[src/rtl/bip_pkg.sv]
// Shared BIP definitions: bus widths, HALT opcode and the execution-controller state encoding.
// Also imported by the Control block.
package bip_pkg;

  localparam int ADDR_W   = 11;
  localparam int DATA_W   = 16;
  localparam int OPCODE_W = 5;

  localparam logic [OPCODE_W-1:0] HALT_OP = 5'b00000;

  typedef enum logic [2:0] {
    ST_IDLE   = 3'd0,
    ST_CLEAR  = 3'd1,
    ST_RUN    = 3'd2,
    ST_PAUSE  = 3'd3,
    ST_STEP   = 3'd4,
    ST_HALTED = 3'd5
  } state_e;

  // States in which the CPU is frozen and the host may own the data RAM.
  function automatic logic is_stopped(state_e s);
    return (s == ST_IDLE) || (s == ST_PAUSE) || (s == ST_HALTED);
  endfunction

endpackage

[src/rtl/bip_exec_ctrl_if.sv]
// Host/debug access port to the BIP data RAM: level request, one-cycle ack.
interface bip_exec_ctrl_if #(
  parameter int ADDR_W = bip_pkg::ADDR_W,
  parameter int DATA_W = bip_pkg::DATA_W
);
  logic              host_req;
  logic              host_we;
  logic [ADDR_W-1:0] host_addr;
  logic [DATA_W-1:0] host_wdata;
  logic              host_ack;

  modport master (output host_req, host_we, host_addr, host_wdata, input host_ack);
  modport slave  (input host_req, host_we, host_addr, host_wdata, output host_ack);
endinterface

[src/rtl/bip_ram_arb.sv]
// Data-RAM port mux between the running CPU and the host port, plus the host grant/ack register.
module bip_ram_arb #(
  parameter int ADDR_W = bip_pkg::ADDR_W,
  parameter int DATA_W = bip_pkg::DATA_W
) (
  input  logic              clk,
  input  logic              rst,
  input  logic              allow_i,
  input  logic              cpu_en_i,
  input  logic [ADDR_W-1:0] cpu_addr_i,
  input  logic [DATA_W-1:0] cpu_wdata_i,
  input  logic              cpu_wr_i,
  input  logic              cpu_rd_i,
  bip_exec_ctrl_if.slave    host,
  output logic              grant_o,
  output logic [ADDR_W-1:0] ram_addr_o,
  output logic [DATA_W-1:0] ram_wdata_o,
  output logic              ram_we_o,
  output logic              ram_re_o
);

  logic ack_q;
  logic grant;

  // The ack cycle still sees host_req high, so it must not re-grant.
  assign grant         = allow_i & ~rst & host.host_req & ~ack_q;
  assign grant_o       = grant;
  assign host.host_ack = ack_q;

  always_ff @(posedge clk) begin
    if (rst) ack_q <= 1'b0;
    else     ack_q <= grant;
  end

  always_comb begin
    ram_addr_o  = '0;
    ram_wdata_o = '0;
    ram_we_o    = 1'b0;
    ram_re_o    = 1'b0;
    if (cpu_en_i) begin
      ram_addr_o  = cpu_addr_i;
      ram_wdata_o = cpu_wdata_i;
      ram_we_o    = cpu_wr_i;
      ram_re_o    = cpu_rd_i;
    end else if (grant) begin
      ram_addr_o  = host.host_addr;
      ram_wdata_o = host.host_wdata;
      ram_we_o    = host.host_we;
      ram_re_o    = ~host.host_we;
    end
  end

endmodule

[src/rtl/bip_exec_ctrl.sv]
// Run/step/halt sequencer for the BIP core: drives Control's enable/reset, counts executed
// cycles, stops on HALT and hands the data RAM to the host while the CPU is stopped.
module bip_exec_ctrl #(
  parameter int                   ADDR_W   = bip_pkg::ADDR_W,
  parameter int                   DATA_W   = bip_pkg::DATA_W,
  parameter int                   OPCODE_W = bip_pkg::OPCODE_W,
  parameter int                   CNT_W    = 32,
  parameter logic [OPCODE_W-1:0]  HALT_OP  = bip_pkg::HALT_OP
) (
  input  logic                clk,
  input  logic                rst,
  input  logic                start,
  input  logic                step,
  input  logic                pause,
  input  logic [OPCODE_W-1:0] opcode,
  output logic                cpu_en,
  output logic                cpu_rst,
  output logic                halted,
  output logic [CNT_W-1:0]    cycle_cnt,
  input  logic [ADDR_W-1:0]   cpu_addr,
  input  logic [DATA_W-1:0]   cpu_wdata,
  input  logic                cpu_wr,
  input  logic                cpu_rd,
  bip_exec_ctrl_if.slave      host,
  output logic [ADDR_W-1:0]   ram_addr,
  output logic [DATA_W-1:0]   ram_wdata,
  output logic                ram_we,
  output logic                ram_re
);
  import bip_pkg::*;

  state_e           state_q, state_d;
  logic             step_mode_q, step_mode_d;
  logic             pend_start_q, pend_step_q;
  logic             cpu_en_q, cpu_rst_q, halted_q;
  logic [CNT_W-1:0] cnt_q, cnt_d, cnt_inc;
  logic             grant, start_eff, step_eff, is_halt;

  assign is_halt   = (opcode == HALT_OP);
  assign cnt_inc   = (cnt_q == '1) ? cnt_q : cnt_q + CNT_W'(1);
  // A start/step seen in a host grant cycle is replayed during the ack cycle.
  assign start_eff = (start | pend_start_q) & ~grant;
  assign step_eff  = (step  | pend_step_q)  & ~grant;

  // NOTE: next-state logic assigns defaults first so every path is covered and no latch is inferred.
  always_comb begin
    state_d     = state_q;
    step_mode_d = step_mode_q;
    cnt_d       = cnt_q;
    unique case (state_q)
      ST_IDLE, ST_HALTED: begin
        if (start_eff) begin
          state_d     = ST_CLEAR;
          step_mode_d = 1'b0;
        end else if (step_eff) begin
          state_d     = ST_CLEAR;
          step_mode_d = 1'b1;
        end
      end
      ST_CLEAR: begin
        cnt_d   = '0;
        state_d = step_mode_q ? ST_PAUSE : ST_RUN;
      end
      ST_RUN: begin
        cnt_d = cnt_inc;
        if (is_halt)    state_d = ST_HALTED;
        else if (pause) state_d = ST_PAUSE;
      end
      ST_PAUSE: begin
        if (start_eff)     state_d = ST_RUN;
        else if (step_eff) state_d = ST_STEP;
      end
      ST_STEP: begin
        cnt_d   = cnt_inc;
        state_d = is_halt ? ST_HALTED : ST_PAUSE;
      end
      default: state_d = ST_IDLE;
    endcase
  end

  // NOTE: sequential state uses non-blocking assignments so every register sees pre-edge values.
  always_ff @(posedge clk) begin
    if (rst) begin
      state_q      <= ST_IDLE;
      step_mode_q  <= 1'b0;
      pend_start_q <= 1'b0;
      pend_step_q  <= 1'b0;
      cnt_q        <= '0;
      cpu_en_q     <= 1'b0;
      cpu_rst_q    <= 1'b1;
      halted_q     <= 1'b0;
    end else begin
      state_q      <= state_d;
      step_mode_q  <= step_mode_d;
      pend_start_q <= grant & start;
      pend_step_q  <= grant & step;
      cnt_q        <= cnt_d;
      cpu_en_q     <= (state_d == ST_RUN) || (state_d == ST_STEP);
      cpu_rst_q    <= (state_d == ST_IDLE) || (state_d == ST_CLEAR);
      halted_q     <= (state_d == ST_HALTED);
    end
  end

  assign cpu_en    = cpu_en_q;
  assign cpu_rst   = cpu_rst_q;
  assign halted    = halted_q;
  assign cycle_cnt = cnt_q;

  bip_ram_arb #(
    .ADDR_W (ADDR_W),
    .DATA_W (DATA_W)
  ) u_arb (
    .clk         (clk),
    .rst         (rst),
    .allow_i     (is_stopped(state_q)),
    .cpu_en_i    (cpu_en_q),
    .cpu_addr_i  (cpu_addr),
    .cpu_wdata_i (cpu_wdata),
    .cpu_wr_i    (cpu_wr),
    .cpu_rd_i    (cpu_rd),
    .host        (host),
    .grant_o     (grant),
    .ram_addr_o  (ram_addr),
    .ram_wdata_o (ram_wdata),
    .ram_we_o    (ram_we),
    .ram_re_o    (ram_re)
  );

endmodule
[src/flat_wrapper.sv]
// flat-port wrapper written by rule: the top's interface ports become plain ports
module bip_exec_ctrl_flat import bip_pkg::*;
#(
  parameter int                   ADDR_W   = bip_pkg::ADDR_W,
  parameter int                   DATA_W   = bip_pkg::DATA_W,
  parameter int                   OPCODE_W = bip_pkg::OPCODE_W,
  parameter int                   CNT_W    = 32,
  parameter logic [OPCODE_W-1:0]  HALT_OP  = bip_pkg::HALT_OP
)
  (clk, rst, start, step, pause, opcode, cpu_en, cpu_rst, halted, cycle_cnt, cpu_addr, cpu_wdata, cpu_wr, cpu_rd, ram_addr, ram_wdata, ram_we, ram_re, host_host_req, host_host_we, host_host_addr, host_host_wdata, host_host_ack);
  bip_exec_ctrl_if #(.ADDR_W(ADDR_W), .DATA_W(DATA_W)) host_i ();
  input  logic clk;
  input  logic rst;
  input  logic start;
  input  logic step;
  input  logic pause;
  input  logic [OPCODE_W-1:0] opcode;
  output logic cpu_en;
  output logic cpu_rst;
  output logic halted;
  output logic [CNT_W-1:0] cycle_cnt;
  input  logic [ADDR_W-1:0] cpu_addr;
  input  logic [DATA_W-1:0] cpu_wdata;
  input  logic cpu_wr;
  input  logic cpu_rd;
  output logic [ADDR_W-1:0] ram_addr;
  output logic [DATA_W-1:0] ram_wdata;
  output logic ram_we;
  output logic ram_re;
  input wire logic [$bits(host_i.host_req)-1:0] host_host_req;
  input wire logic [$bits(host_i.host_we)-1:0] host_host_we;
  input wire logic [$bits(host_i.host_addr)-1:0] host_host_addr;
  input wire logic [$bits(host_i.host_wdata)-1:0] host_host_wdata;
  output wire logic [$bits(host_i.host_ack)-1:0] host_host_ack;
  assign host_i.host_req = host_host_req;
  assign host_i.host_we = host_host_we;
  assign host_i.host_addr = host_host_addr;
  assign host_i.host_wdata = host_host_wdata;
  assign host_host_ack = host_i.host_ack;
  bip_exec_ctrl #(.ADDR_W(ADDR_W), .DATA_W(DATA_W), .OPCODE_W(OPCODE_W), .CNT_W(CNT_W), .HALT_OP(HALT_OP)) u_core (.clk(clk), .rst(rst), .start(start), .step(step), .pause(pause), .opcode(opcode), .cpu_en(cpu_en), .cpu_rst(cpu_rst), .halted(halted), .cycle_cnt(cycle_cnt), .cpu_addr(cpu_addr), .cpu_wdata(cpu_wdata), .cpu_wr(cpu_wr), .cpu_rd(cpu_rd), .host(host_i), .ram_addr(ram_addr), .ram_wdata(ram_wdata), .ram_we(ram_we), .ram_re(ram_re));
endmodule
[config.mk]
export PLATFORM = sky130hd
export DESIGN_NAME = bip_exec_ctrl_flat
export DESIGN_NICKNAME = d
export VERILOG_FILES = /design/src/rtl/bip_pkg.sv /design/src/rtl/bip_exec_ctrl_if.sv /design/src/rtl/bip_ram_arb.sv /design/src/rtl/bip_exec_ctrl.sv /design/src/flat_wrapper.sv
export SDC_FILE = /design/constraint.sdc
export NUM_CORES = 1
export LEC_CHECK = 0
export BUFFER_PORTS_ARGS = -buffer_cell sky130_fd_sc_hd__buf_2
export CAP_MARGIN = 0
export CELL_PAD_IN_SITES_DETAIL_PLACEMENT = 1
export CELL_PAD_IN_SITES_GLOBAL_PLACEMENT = 2
export CORE_ASPECT_RATIO = 1.75
export CORE_UTILIZATION = 27
export CTS_BUF_LIST = sky130_fd_sc_hd__clkbuf_16
export DETAILED_ROUTE_END_ITERATION = 12
export PLACE_DENSITY_LB_ADDON = 0.08
export SLEW_MARGIN = 20
export SYNTH_ARGS = -nofsm -noshare
export SYNTH_HDL_FRONTEND = slang
export SYNTH_HIERARCHICAL = 1
export SYNTH_SLANG_ARGS = --single-unit
export TNS_END_PERCENT = 50
[constraint.sdc]
create_clock -name clk -period 6 [get_ports clk]
set_clock_uncertainty 0.15 [all_clocks]
set_input_delay 1.2 -clock clk [delete_from_list [all_inputs] [get_ports clk]]
set_output_delay 1.2 -clock clk [all_outputs]
set_load 0.03 [all_outputs]
-- Yosys cells after proc, flatten, opt, wreduce, memory -nomap -nowiden
Index checks and enable logic that the tools add are counted.
- register bits after elaboration: 42
- input bits: 68
- output and inout bits: 65
- add/sub/neg operators: 1
- eq/ne operators: 11
- mux-type cells: 21
- bitwise gates (word level): 13
- reductions and logical operators: 13
- operators with widths (operator ; number):
    $pmux 32 s2 ; 1
    $add 32x1->32 const B ; 1
    $eq 32x32->1 const B ; 1
    $mux 16 ; 2
    $mux 32 ; 1
    $mux 11 ; 2
    $mux 3 ; 7
    $pmux 3 s5 ; 1
    $eq 3x3->1 const B ; 4
    $eq 3x2->1 const B ; 3
    $and 1x1->1 ; 7
    $mux 1 ; 7
    $eq 3x1->1 const B ; 2
    $logic_not 3->1 ; 2
    $logic_not 5->1 ; 1
    $logic_or 1x1->1 ; 4
    $not 1->1 ; 4
    $reduce_and 2->1 ; 2
    $reduce_bool 2->1 ; 2
    $reduce_or 2->1 ; 2
    $ne 2x2->1 const B ; 1
    $or 1x1->1 ; 2

-- Logic depth before layout (Yosys ltp)
Gate-level depths: netlist (run 1).
- depth in word-level cells: 13
- gate-level depth with buffers: 12
- gate-level depth less buffers: 10

-- By module
Netlist (run 1), hierarchy kept.
- by module, submodules not included (module ; instances ; cells each ; area an instance (µm²) ; sequential area each (µm²)):
    bip_exec_ctrl ; 1 ; 276 ; 2304.7 ; 820.8
    bip_ram_arb ; 1 ; 99 ; 654.4 ; 20.0

-- Least setup slack after synthesis (run 1)
Ideal clock, no wire load.
- path type: input to output
- start point: input rst
- end point: output ram_re
- data arrival time: 2196 ps
- required time: 4650 ps
- setup slack: 2454 ps
- stages: 2
- buffers on the path: 0
- path through: nand4bb_4 o31ai_1
- word-level cells in the longest chain between the ends: 6
- ends and longest elaborated chain (item ; RTL line ; source):
    start, declared ; flat_wrapper.sv:13 ; input logic rst;
    $not 1->1 ; bip_ram_arb.sv:26 ; assign grant = allow_i & ~rst & host.host_req & ~ack_q;
    $and 1x1->1 (3 in a row) ; bip_ram_arb.sv:26 ;
    $mux 1 ; bip_ram_arb.sv:45 ; end else if (grant) begin
    $mux 1 ; bip_ram_arb.sv:40 ; if (cpu_en_i) begin
    end, declared ; flat_wrapper.sv:29 ; output logic ram_re;
Every way passes these cells.

-- Worst setup path in the final report (run 1)
- start point: register u_core.state_q[2]
- end point: output ram_re
- word-level cells in the longest chain between the ends: 8
- elaborated cells on any way between the ends: 10
- those cells by class: eq/ne (2); mux (2); bitwise (3); reduce/logical (3)
- ends and longest elaborated chain (item ; RTL line ; source):
    start, declared ; bip_exec_ctrl.sv:32 ; state_e state_q, state_d;
    start signal, assigned ; bip_exec_ctrl.sv:93 ; state_q <= state_d;
    $eq 3x2->1 / $logic_not 3->1 (equally long branches) ; bip_pkg.sv:22 ; return (s == ST_IDLE) || (s == ST_PAUSE) || (s == ST_HALTED);
    $logic_or 1x1->1 ; bip_pkg.sv:22 ;
    $logic_or 1x1->1 * ; bip_pkg.sv:22 ;
    $and 1x1->1 * (3 in a row) ; bip_ram_arb.sv:26 ;
    $mux 1 * ; bip_ram_arb.sv:45 ;
    $mux 1 * ; bip_ram_arb.sv:40 ;
Mark *: on every way between the ends. The rest lies on a longest branch, timed or not.

==> metrics.md, run 1 <==
| Metric | Value |
|---|---|
| Status | `complete, no violations` |
| CTS tree | `yes` |
| Kind of critical path | `flip-flop to output port` |
| Initial Utilization | `27.7%` |
| Vias in the first global route | `3356` |
| Detailed Routing Iterations Pass 1 | `4` |
| Predominant post-synthesis flop cell | `dfxtp_1` |
| Die height | `140 um` |
| CP Capture Type | `output port` |
| Routed Wire Length | `approximately 11 mm` |
| Seq/Total Area, Yosys | `28.4%` |
| # fillers | `1355` |
| Io pins | `133` |
| Synth cell types | `57` |
| Nets@finish | `558` |
| Grt ovf | `0` |
| Placed cell area | `3630 um^2` |
| Post-CTS Resized | `0` |
| Sw Ratio | `34.3%` |
| Core area | `about 11000 um^2` |
| Max VDD drop | `0.113 mV` |
| Routed vias | `3339` |
| Port Buffers | `132` |
| Syn Nets | `between 400 and 500` |
| Syn Std Cell Area | `2960 um^2` |
| Max Transition Viols Final | `0` |
| DR iter-0 viols | `71` |
| Worst-Margin Slew | `1.06 ns` |
| Drt via density | `5.39` |
| RSZ-0062 raised after global routing | `false` |
| Number of max-cap violations | `0` |
| Drc violations | `0` |
| Die width | `81.1 um` |
| Logic pwr share | `between 30% and 40%` |
| Total track usage | `19.3%` |
| Num CTS Buffers | `5` |
| Hpwl dp | `8.41 mm` |
| Slew Limit Headroom | `29.4%` |
| Startpoint types | `flip-flop` |
| Final min period | `4.28 ns` |
| Synth Warn # | `6` |
| Placer Congestion | `roughly 0.80` |
| Tot Pwr | `957 uW` |
| Setup violators final | `0` |
| Clk Tree Root Cell | `clkbuf_16` |
| Sw Pwr | `approximately 330 uW` |
| Leak | `0.00164 uW` |
| H-tree levels | `2` |
| Fmax | `234 MHz` |
| PD cells | `approximately 250 nW/um^2` |
| Worst EP arrival | `2.93 ns` |
| Postcts setup bufs | `0` |
| First-pass GRT wire length | `16.8 mm` |
| Die area | `11400 um^2` |
| Share of cells above drive strength 1 | `37.3%` |
| Number of routed nets with antenna violations | `0` |
| Max FO, Critical Path | `31` |
| N_diodes | `0` |
| Synthesized flop and latch total | `42` |
| Maximum clock insertion buffer count | `2` |
| Post-Layout Inst Area | `3820 um^2` |
| Post-CTS Hold Buffers | `0` |
| FP Rows | `50` |
| Post-Syn Instances | `about 380` |
| Clock transition at path regs | `0.06 ns` |
| Wire per inst | `17.4 um` |
| Final-report hold violation count | `0` |
| Synthesis-to-finish area growth | `29.2%` |
| Clock Power Share | `36.7%` |
| Worst skew pair latency | `0.29 ns` |
| Largest net degree at the start of global routing | `60` |
| Number of synthesized flops with an enable pin | `0` |
| Tightest Hold Check Type | `flip-flop to flip-flop` |
| PnR worst setup slack | `1.72 ns` |
| Initial antenna violation count | `0` |
| Async set-reset flop share out of synthesis | `0%` |
| Fin util | `35.7%` |
| Req. time, crit path | `4.65 ns` |
| Period utilization | `71.3%` |
| Internal power | `629 uW` |
| Fin Setup TNS | `0 ns` |
| CTS Sinks | `42` |
| Seq pwr share | `32.1%` |
| Pre-CTS setup slack | `roughly 1.8 ns` |
| Avg Synthesized Cell Area | `7.89 um^2` |
[flip-flops by register name, indices dropped and copies added (netlist names)]
signal	count
u_core/cpu_en	1
u_core/u_arb/host.host_ack	1
u_core/pend_start_q	1
u_core/cpu_rst	1
u_core/pend_step_q	1
u_core/step_mode_q	1
u_core/state_q	3
u_core/halted	1
u_core/cycle_cnt	32
[worst paths after layout]
path / from / to / slack (ns) / cells past startpoint
worst max-delay path: u_core/state_q[2]$_SDFF_PP0_ / ram_re / 1.72 / 5
worst min-delay path: u_core/step_mode_q$_SDFFE_PP0P_ / u_core/step_mode_q$_SDFFE_PP0P_ / 0.38 / 2
worst max register to register: u_core/state_q[2]$_SDFF_PP0_ / u_core/halted$_SDFF_PP0_ / 2.49 / 8
worst min register to register: u_core/step_mode_q$_SDFFE_PP0P_ / u_core/step_mode_q$_SDFFE_PP0P_ / 0.38 / 2
[Yosys cell counts, drive strengths merged, types with 2 or more instances]
cell,n,area share [%]
nor3b,4,1.4
a31oi,5,1.1
nor4,6,1.8
o31ai,9,2.3
nand2b,29,6.1
nor2,9,1.1
and3,6,1.3
or4,12,3.0
nor3,7,1.2
and4,7,2.3
or3,12,2.5
xnor2,2,0.59
a211oi,2,0.68
or2,3,0.63
nand3,9,1.5
a21boi,2,0.51
inv,11,1.4
dfxtp,42,28
buf,16,4.3
a41o,3,1.0
o2111ai,2,0.59
xor2,2,0.59
clkbuf,11,1.4
a21oi,30,5.1
nand2,42,5.3
nand4,18,4.0
o21a,2,0.51
o21ai,47,12
and2,6,1.3
[per-layer routing]
metal	vias to the layer above	GRT usage, %	part of all wire [%]
met5	-	0	0
met2	111	38.8	56
met3	19	3.19	5.6
met1	1585	18.1	35
li1	1624	-	-
met4	0	7.99	3.3
[cell type report]
class	count	area (um^2)	share of cell area, %
Clock inverter	3	63.8	1.67
Clock buffer	5	125	3.27
Timing Repair Buffer	134	676	17.7
Inverter	11	41.3	1.08
Tap cell	130	163	4.25
Sequential cell	42	841	22.0
Multi-Input combinational cell	295	1910	50.1
[power groups by stage]
| stage | clock network [uW] | registers [uW] | logic [uW] |
|---|---|---|---|
| 6_report | 352 | 308 | 298 |
| 5_1_grt | 374 | 310 | 327 |
| 4_1_cts | 363 | 308 | 303 |
| 3_5_place_dp | 0 | 314 | 302 |
| 3_3_place_gp | 0 | 313 | 300 |
| 2_1_floorplan | 0 | 309 | 227 |
[critical path, cell delays in order, from the launching register on]
cell	delay [ns]
dfxtp_1	0.71
inv_1	0.24
o21ai_0	0.37
nand4bb_4	0.62
o31ai_1	0.43
buf_2	0.25
[placed cells by master, fill, tap and decap left out, drive strengths merged, types with 3 or more instances in the layout]
| cell | n |
|---|---|
| nor3b | 4 |
| and2 | 6 |
| or2 | 3 |
| nand3 | 9 |
| a21oi | 30 |
| and3 | 6 |
| dfxtp | 42 |
| buf | 134 |
| o31ai | 9 |
| nor3 | 7 |
| or4 | 12 |
| nor2 | 9 |
| a31oi | 5 |
| nor4 | 6 |
| nand4 | 18 |
| and4 | 7 |
| clkbuf | 5 |
| a41o | 3 |
| nand2b | 29 |
| nand2 | 42 |
| inv | 11 |
| or3 | 12 |
| o21ai | 47 |
[cells by family after synthesis]
logic type,after synthesis,synth area share (%)
adders and majority gates,1,0.423
xor gates and xnor gates,4,1.18
AOI/OAI and AO/OA,115,27.1
muxes,2,0.719
buffers and inverters,38,7.10
and+or+nand+nor,173,35.1
DFF,42,28.4
[through the flow]
| stage | hold WS [ns] | std cells |
|---|---|---|
| floorplan | 0.334 | 375 |
| global placement | 0.344 | 612 |
| detailed placement | 0.368 | 612 |
| CTS | 0.380 | 620 |
| global route | 0.410 | 620 |
| finish | 0.379 | 620 |
Note: power is estimated with default switching activity, not from simulation.
==> run 2: changes to the inputs <==
- ABC_AREA: default -> 1
- CORE_UTILIZATION: 27 -> 24
- clock period: 6 -> 4.4 ns (I/O delays scaled with it)
==> run 2 against run 1 <==
Final area rose by 12%. Synthesized cell count up 53%. Routed wire length is 20% higher. Clock power rose by 11%. Non-clock buffer count fell by 1. Combinational power grew to 2.8 times the previous value. Area after synthesis rose by 16%. Sequential power up 59%. Worst hold slack worse by 0.060 ns. Total power grew 80%. First-iteration DRC count grew 46%. Flip-flop and latch count unchanged. Largest cell class unchanged. Largest power group is now combinational cells.
==> metrics.md, run 2 <==
| Metric | Value |
|---|---|
| Status | `complete, no violations` |
| Fmax | `between 200 and 300 MHz` |
| Avg Synthesized Cell Area | `5.99 um^2 (-24%)` |
| Port Buffers | `132 (unchanged)` |
| CTS tree | `yes` |
| # fillers | `1904 (+41%)` |
| H-tree levels | `2 (unchanged)` |
| Core area | `13900 um^2 (+30%)` |
| Nets@finish | `762 (+37%)` |
| Routed vias | `3956 (+18%)` |
| Post-synthesis adder-cell area fraction | `0.365% (-0.058 points)` |
| R2r startpoint | `u_core/cycle_cnt[0]$_SDFFE_PP0P_` |
| Drt via density | `4.54 (-16%)` |
| Hpwl dp | `10.3 mm (+23%)` |
| Worst skew pair latency | `0.30 ns (about the same)` |
| Worst EP arrival | `2.33 ns (-0.60 ns)` |
| Fin util | `30.8% (-4.9 points)` |
| Leading area contributor after synthesis | `dfxtp_1` |
| Wire per inst | `14.8 um (-15%)` |
| CP Capture Type | `output port` |
| Die area | `14800 um^2 (+30%)` |
| Worst Setup SP | `u_core/state_q[0]$_SDFF_PP0_` |
| Commonest cells in the netlist | `176 x nand2_1, 106 x nor2_1, 68 x inv_1` |
| Post-synth top area share | `24.5% (-3.9 points)` |
| Synthesized flop and latch total | `42 (unchanged)` |
| Met1 Use GR | `18.2% (+0.047 points)` |
| Maximum clock insertion buffer count | `2 (unchanged)` |
| Hold path start | `u_core/step_mode_q$_SDFFE_PP0P_` |
| Largest family of logic cells by synthesized area | `simple AND/OR/NAND/NOR gates` |
| Clock transition at path regs | `0.07 ns (about the same)` |
| Initial Utilization | `24.6% (-3.0 points)` |
| Post-Syn Instances | `572 (+53%)` |
| Syn Std Cell Area | `3430 um^2 (+16%)` |
| FP Rows | `57 (+14%)` |
| CP cell instances | `nand2_1, nor2_1, or2_2, nand2_1, inv_2, nand3_1, nand2_1, buf_2` |
| Slowest CP cell | `inv_2` |
| Initial antenna violation count | `0 (unchanged)` |
| Syn Nets | `641 (+44%)` |
| Postcts setup bufs | `0 (unchanged)` |
| Max VDD drop | `0.127 mV (+12%)` |
| Most frequent cells in the layout | `176 x nand2_1, 132 x buf_2, 106 x nor2_1, 68 x inv_1, 41 x dfxtp_1` |
| Seq/Total Area, Yosys | `24.5% (-3.9 points)` |
| Worst-Margin Slew | `1.02 ns (-0.0377 ns)` |
| Io pins | `133 (unchanged)` |
| Synth top area cells | `dfxtp_1 25%, nand2_1 19%, nor2_1 12%` |
| Max FO, Critical Path | `29 (-6.5%)` |
| Final min period | `3.36 ns` |
| M2 GR Usage | `35.1% (-3.7 points)` |
| RSZ-0062 raised after global routing | `false` |
| Synth cell types | `36 (-37%)` |
| Most common cell after layout, fill and taps aside | `nand2_1` |
| Tightest Hold Check Type | `flip-flop to flip-flop` |
| Share of cells above drive strength 1 | `31.0% (-6.4 points)` |
| Most common cell in the netlist | `nand2_1` |
| Synth Area in Simple Gates | `54.9% (+20 points)` |
| N_diodes | `0 (unchanged)` |
| Synth Warn # | `6 (unchanged)` |
| Busiest grt layer | `met2` |
| CTS Sinks | `42 (unchanged)` |
| Post-CTS Resized | `0 (unchanged)` |
| Detailed Routing Iterations Pass 1 | `4 (unchanged)` |
| Startpoint types | `flip-flop` |
| Final-report hold violation count | `0 (unchanged)` |
| Most frequent CP cell | `nand2_1` |
| Compound-Gate Fraction of Synth Area | `6.64% (-20 points)` |
| Drc violations | `0 (unchanged)` |
| Die width | `92.3 um (+14%)` |
| Kind of critical path | `flip-flop to output port` |
| Number of routed nets with antenna violations | `0 (unchanged)` |
| Grt ovf | `0 (unchanged)` |
| Leak | `0.00207 uW (+26%)` |
| First-pass GRT wire length | `20.7 mm (+23%)` |
| Number of synthesized flops with an enable pin | `0 (unchanged)` |
| Max Transition Viols Final | `0 (unchanged)` |
| Vias in the first global route | `4096 (+22%)` |
| Met3 Use GR | `2.43% (-0.76 points)` |
| Period utilization | `76.3%` |
| Mux contribution to synthesized area | `0% (-0.72 points)` |
| Routed Wire Length | `12.9 mm (+20%)` |
| CP max stage delay | `0.52 ns (-0.19 ns)` |
| Crit-path leading delay family | `simple AND/OR/NAND/NOR gates` |
| Setup violators final | `0 (unchanged)` |
| Number of max-cap violations | `0 (unchanged)` |
| Pre-CTS setup slack | `1.17 ns (-0.637 ns)` |
| Placer Congestion | `0.838 (+5.1%)` |
| Predominant post-synthesis flop cell | `dfxtp_1` |
| Fin Hold WS | `0.319 ns (-0.0597 ns)` |
| Post-synthesis xor/xnor area fraction | `0.511% (-0.67 points)` |
| Req. time, crit path | `3.37 ns (-1.28 ns)` |
| Largest register FFs | `32 (unchanged)` |
| Critical path buffers and inverters | `2 (unchanged)` |
| Async set-reset flop share out of synthesis | `0% (unchanged)` |
| Fin Setup TNS | `0 ns (unchanged)` |
| Synthesis-to-finish area growth | `25.2%` |
| Largest net degree at the start of global routing | `60 (unchanged)` |
| PD cells | `403 nW/um^2 (+61%)` |
| Post-CTS Hold Buffers | `0 (unchanged)` |
| Die height | `160 um (+14%)` |
| Num CTS Buffers | `5 (unchanged)` |
| PnR worst setup slack | `1.04 ns (-0.682 ns)` |
| Clk Tree Root Cell | `clkbuf_16` |
| DR iter-0 viols | `104 (+46%)` |
| Total track usage | `17.7% (-1.6 points)` |
| Slew Limit Headroom | `32.0% (+2.6 points)` |
## run 2: cell count changes in the layout (fill, tap and decap cells not counted), sizes merged, moves of 29 or more
cell / before / now
nand2: 42 / 194
nor2: 9 / 119
nand2b: 29 / 0
nand3: 9 / 62
o21ai: 47 / 9
inv: 11 / 73
## run 2: logic make-up after synthesis
group           count (synthesis)
compound gates                 35
xor+xnor                        2
simple gates                  401
fa+ha+maj                       1
flops                          42
buf+inv                        91
## run 2: power by group
part           internal, uW  switching [uW]
clock                   213             179
sequential              407            81.4
combinational           216             630
## run 2: final cells by class
class                   count  area (um^2)  share of cell area [%]
clock inverters             3         23.8                   0.554
repair buffers            133          668                    15.6
flip-flops and latches     42          842                    19.6
multi-input cells         439         2140                    49.9
clock buffers               5          125                    2.92
well taps                 177          221                    5.16
inverters                  72          270                    6.30
## run 2: per-layer routing
metal  up-vias  part of all wire [%]
met4         0                   3.0
met3        18                   4.0
met5         -                     0
met2        99                    55
li1       2005                     -
met1      1834                    38
## run 2: worst min-delay path, cell delays in order, from the launching register on
cell and delay, ns:
dfxtp_1 0.32, nand2_1 0.06, a21oi_1 0.05
## run 2: final timing paths
| kind | end | slack [ns] | depth (start not counted) |
|---|---|---|---|
| max reg2reg | u_core/cycle_cnt[5]$_SDFFE_PP0P_ | 1.70 | 12 |
| max | ram_wdata[1] | 1.04 | 8 |
| min | u_core/step_mode_q$_SDFFE_PP0P_ | 0.32 | 2 |
| min reg2reg | u_core/step_mode_q$_SDFFE_PP0P_ | 0.32 | 2 |
## run 2: through the flow
step	total power [uW]	cell area [um^2]	cells
5_1_grt	1850	4290	871
4_1_cts	1760	4290	871
3_3_place_gp	1350	4140	863
6_report	1730	4290	871
3_5_place_dp	1360	4140	863
2_1_floorplan	1190	3430	572
